`config.mk`:
```
export PLATFORM = sky130hd
export DESIGN_NAME = ifu_fetch
export DESIGN_NICKNAME = d
export VERILOG_FILES = /design/src/rtl/cpu_defs.sv /design/src/rtl/pc_reg.sv /design/src/rtl/ifu_fetch.sv
export SDC_FILE = /design/constraint.sdc
export NUM_CORES = 1
export LEC_CHECK = 0
export ABC_AREA = 1
export BUFFER_PORTS_ARGS = -buffer_cell sky130_fd_sc_hd__buf_4
export CAP_MARGIN = 5
export CORE_MARGIN = 2
export CORE_UTILIZATION = 46
export CTS_CLUSTER_DIAMETER = 80
export DETAILED_ROUTE_END_ITERATION = 8
export PLACE_DENSITY = 0.79
export SLEW_MARGIN = 15
export SYNTH_ARGS = -nofsm -noshare
export SYNTH_HDL_FRONTEND = slang
export SYNTH_SLANG_ARGS = --single-unit
```
`constraint.sdc`:
```
create_clock -name clk -period 2.3 [get_ports clk]
set_input_delay 0.46 -clock clk [delete_from_list [all_inputs] [get_ports clk]]
set_output_delay 0.46 -clock clk [all_outputs]
set_load 0.05 [all_outputs]
```
`src/rtl/cpu_defs.sv`:
```
`default_nettype none
// ============================================================================
// Module      : cpu_defs (package)
// Description : Shared CPU constants, fetch FSM state type and PC window check.
// Revision    : 1.0
// ============================================================================
package cpu_defs;

    localparam logic [31:0] PC_RESET   = 32'h0000_3000;
    localparam int unsigned IMEM_WORDS = 4096;
    localparam logic [31:0] NOP_WORD   = 32'h0000_0000;

    typedef enum logic [1:0] {
        IDLE = 2'd0,
        REQ  = 2'd1,
        WAIT = 2'd2,
        OUT  = 2'd3
    } ifu_state_t;

    // Word-aligned and inside [base, base + 4*words); caller guarantees no wrap.
    function automatic logic pc_legal(input logic [31:0] pc,
                                      input logic [31:0] base,
                                      input logic [31:0] words);
        logic [31:0] limit;
        limit = base + (words << 2);
        return (pc[1:0] == 2'b00) && (pc >= base) && (pc < limit);
    endfunction

endpackage
`default_nettype wire

```
`src/rtl/pc_reg.sv`:
```
`default_nettype none
// ============================================================================
// Module      : pc_reg
// Description : 32-bit PC register, async active-low reset, load enable.
// Revision    : 1.0
// ============================================================================
module pc_reg #(
    parameter logic [31:0] RESET_VAL = cpu_defs::PC_RESET
) (
    input  logic        clk,
    input  logic        rst_n,
    input  logic        load_i,
    input  logic [31:0] d_i,
    output logic [31:0] q_o
);

    logic [31:0] pc_q;

    always_ff @(posedge clk or negedge rst_n) begin
        if (!rst_n) begin
            pc_q <= RESET_VAL;
        end else if (load_i) begin
            pc_q <= d_i;
        end
    end

    assign q_o = pc_q;

endmodule
`default_nettype wire

```
`src/rtl/ifu_fetch.sv`:
```
`default_nettype none
// ============================================================================
// Module      : ifu_fetch
// Description : Instruction fetch stage: PC ownership, imem req/gnt/rvalid
//               fetch and valid/ready presentation to decode.
// Revision    : 1.0
// ============================================================================
module ifu_fetch #(
    parameter logic [31:0] PC_RESET   = cpu_defs::PC_RESET,
    parameter int unsigned IMEM_WORDS = cpu_defs::IMEM_WORDS,
    parameter logic [31:0] NOP_WORD   = cpu_defs::NOP_WORD
) (
    input  logic        clk,
    input  logic        reset,
    output logic [31:0] pc,
    input  logic [31:0] npc,
    output logic        imem_req,
    output logic [31:0] imem_addr,
    input  logic        imem_gnt,
    input  logic        imem_rvalid,
    input  logic [31:0] imem_rdata,
    output logic        instr_valid,
    input  logic        instr_ready,
    output logic [31:0] instr,
    output logic [31:0] instr_pc,
    output logic        fetch_exc
);

    import cpu_defs::*;

    localparam logic [31:0] C_WORDS = IMEM_WORDS;

    ifu_state_t  state_q, state_d;
    logic [31:0] instr_q, instr_d;
    logic [31:0] instr_pc_q, instr_pc_d;
    logic        fetch_exc_q, fetch_exc_d;
    logic        pc_load;
    logic        pc_ok;

    pc_reg #(
        .RESET_VAL (PC_RESET)
    ) u_pc_reg (
        .clk    (clk),
        .rst_n  (reset),
        .load_i (pc_load),
        .d_i    (npc),
        .q_o    (pc)
    );

    assign pc_ok = pc_legal(pc, PC_RESET, C_WORDS);

    always_comb begin
        state_d     = state_q;
        instr_d     = instr_q;
        instr_pc_d  = instr_pc_q;
        fetch_exc_d = fetch_exc_q;
        pc_load     = 1'b0;
        imem_req    = 1'b0;
        case (state_q)
            IDLE: state_d = REQ;
            REQ: begin
                if (pc_ok) begin
                    imem_req = 1'b1;
                    if (imem_gnt) begin
                        state_d = WAIT;
                    end
                end else begin
                    // Illegal PC never reaches memory; decode sees a NOP flagged as exception.
                    instr_d     = NOP_WORD;
                    instr_pc_d  = pc;
                    fetch_exc_d = 1'b1;
                    state_d     = OUT;
                end
            end
            WAIT: begin
                if (imem_rvalid) begin
                    instr_d     = imem_rdata;
                    instr_pc_d  = pc;
                    fetch_exc_d = 1'b0;
                    state_d     = OUT;
                end
            end
            OUT: begin
                if (instr_ready) begin
                    pc_load = 1'b1;
                    state_d = REQ;
                end
            end
            default: state_d = IDLE;
        endcase
    end

    always_ff @(posedge clk or negedge reset) begin
        if (!reset) begin
            state_q     <= IDLE;
            instr_q     <= NOP_WORD;
            instr_pc_q  <= PC_RESET;
            fetch_exc_q <= 1'b0;
        end else begin
            state_q     <= state_d;
            instr_q     <= instr_d;
            instr_pc_q  <= instr_pc_d;
            fetch_exc_q <= fetch_exc_d;
        end
    end

    assign imem_addr   = pc;
    assign instr_valid = (state_q == OUT);
    assign instr       = instr_q;
    assign instr_pc    = instr_pc_q;
    assign fetch_exc   = fetch_exc_q;

endmodule
`default_nettype wire

```
==> metrics.md <==
| Metric | Value |
|---|---|
| DP Wirelength | 7.27 mm |
| Die Ht | 99.9 microns |
| Min Hold Slack | roughly 0.01 ns |
| Starting Density | 0.467 |
| Antenna Nets Post-Route | 0 |
| Final period util | 0.955 |
| Layout area overhead | 37.8% |
| Root Buffer | clkbuf_8 |
| Post-synth EDFFs | 0 |
| Synth Register Bits | slightly below 100 |
| Vias in the first global route | 3,146 |
| Post-Syn Nets | 523 |
| Worst Skew | roughly 0.011 ns |
| Crit-path cells | nand2_1, nand2_1, nand3_1, nor2_4, nand2_4, inv_1, buf_6 |
| Worst slew pin tran | 0.346 ns |
| Final hold vios | 0 |
| Max Cap Viol | 0 |
| Slew headroom | 0.769 |
| Tot GR Track Use | 0.193 |
| I/O pins | 200 |
| Crit. End Element | primary output |
| Remaining Overflow, GRT | 0 |
| Fin Setup TNS | 0 ns |
| Clock buffer count from CTS | 9 |
| Pin count of the biggest net entering global routing | 56 |
| Buf+Inv Stages, Crit Path | 2 |
| Tmin final | roughly 2.2 ns |
| Die Wd | 99.9 microns |
| Syn Std Cell Area | 4230 sq um |
| Nets | 688 |
| First-pass GRT wire length | 15.4 mm |
| Status | complete, no violations |
| Via density | 4.78 |
| Total die area | between 9000 and 10,000 sq um |
| CP max stage delay | roughly 0.60 ns |
| Port buffer count | just under 200 |
| Synth top area cells | dfrtp_1 56%, nand2_1 11%, buf_4 6.0% |
| Avg WL per Cell | about 13 microns |
| Synth cell count leaders | 119 x nand2_1, 95 x dfrtp_1, 35 x nor2_1, 34 x buf_4, 31 x o21ai_0 |
| CP top delay family | flip-flops |
| Max clock buf depth | 2 |
| CTS tree | done |
| Drt drc | 0 |
| Critical Path AT | 1.74 ns |
| F_max | 455 MHz |
| Synth warnings | 0 |
| Synthesized area per cell | 9.39 sq um |
| Vias | ~3,500 |
| Synth top area share | 0.561 |
| Clk pin slew, worst setup/hold paths | 0.09 ns |
| H-tree lvl count | 3 |
| Crit-path slowest cell | dfstp_2 |
| Share of post-route cells with drive strength above 1 | 0.398 |
| Max-slew violation count | 0 |
| Cell taking the most area after synthesis | dfrtp_1 |
| Critical path fanouts, max | 11 |
| Most common cell in the netlist | nand2_1 |
| Unique masters post-synth | 23 |
| Worst EP required | 1.84 ns |
| First-pass DRT Iterations | 5 |
| Crit path kind | register to primary output |
| Skew-Pair Late Insertion Delay | 0.35 ns |
| Synth Instances | 451 |
| Core area | 9060 sq um |
| Ant. Diodes | 0 |
| GP Congestion | between 0.7 and 0.8 |
| Sequential cell area fraction in the yosys report | 0.586 |
| CTS sink count | between 90 and 100 |
| First-iteration detailed-routing DRC count | just over 100 |
| CP Launch Type | register |
| Top cell by count, worst path | nand2_1 |
| Post-synth ARST share | 1.00 |
| Ys flop type | dfrtp_1 |
| Hold crit path type | primary input to asynchronous set/reset pin |
| Final setup fails | 0 |
| Final wirelength | 9.81 mm |
| Initial antenna violation count | 0 |
| # rows | 35 |
-- area by class of cell --
class / instances / area [sq um]
repair buffers: 209 / 1610
fillers: 746 / 3230
multi-input cells: 266 / 1260
flip-flops and latches: 99 / 2480
well taps: 111 / 139
clock buffers: 12 / 155
clock inverters: 4 / 72.6
inverters: 31 / 116
-- stage by stage --
| stage | setup slack (ns) | utilization | cell area (sq um) | instances |
|---|---|---|---|---|
| floorplan | 0.157 | - | 4230 | 451 |
| global placement | 0.351 | 0.613 | 5560 | 713 |
| detailed placement | 0.304 | 0.613 | 5560 | 713 |
| CTS | 0.0223 | 0.639 | 5800 | 729 |
| global route | -0.00384 | 0.644 | 5830 | 732 |
| finish | 0.104 | 0.644 | 5830 | 732 |
-- cell families (layout without fill, tap and decap cells) --
| logic type | count (synthesis) | after routing | synth area share |
|---|---|---|---|
| buffers and inverters | 86 | 256 | 0.122 |
| multiplexers | 9 | 9 | 0.0239 |
| flip-flops | 99 | 99 | 0.586 |
| adder cells (fa/ha/maj) | 3 | 3 | 0.00887 |
| AND/OR/NAND/NOR | 172 | 172 | 0.162 |
| AO/OA/AOI/OAI | 82 | 82 | 0.0972 |
-- flip-flops by register name, summed over array words and instances (netlist names) --
name          flops
fetch_exc         1
state_q           2
instr_pc         32
instr            32
u_pc_reg.q_o     32
-- routing by layer --
layer / wire length, microns / share of wire / up-vias / track usage
met5: 0 / 0 / - / 0
met4: 116 / 0.012 / 0 / 0.0601
met3: 695 / 0.071 / 11 / 0.0474
met2: 4800 / 0.49 / 142 / 0.311
met1: 4200 / 0.43 / 1620 / 0.261
li1: - / - / 1729 / -
-- cells in the final DEF, fill, tap and decap left out, types with 2 or more instances in the layout --
cell type / instances
buf_4: 205
nand2_1: 117
dfrtp_1: 95
nor2_1: 32
o21ai_0: 31
inv_1: 30
o21ai_1: 27
a21oi_1: 23
nand3_1: 12
clkbuf_8: 11
mux2_2: 9
dfstp_2: 4
nor2_2: 3
ha_1: 3
buf_12: 3
nand2_2: 2
nor2_4: 2
nand2_4: 2
bufinv_16: 2
-- final timing paths --
path | from | end | slack [ns] | cells past startpoint
setup / recovery | u_pc_reg.q_o[12] | imem_req | 0.10 | 7
hold / removal | reset | instr[2] | 0.01 | 1
setup reg to reg | u_pc_reg.q_o[12] | instr[16] | 0.41 | 9
min in group clk | npc[4] | u_pc_reg.q_o[4] | 0.33 | 2
hold reg to reg | instr_pc[4] | instr_pc[4] | 0.48 | 2
max in group asynchronous | reset | instr_pc[13] | 1.59 | 2
-- what timing repair did --
item,CTS,global route
gates resized for setup,2,5
endpoints found under the hold margin,0,0
hold buffers,0,0
pin swaps,0,1
buffers inserted,0,3
setup endpoints to repair,1,1
Power is not shown: default switching activity piles up to over one toggle a cycle in this logic, so the estimate is an artifact.
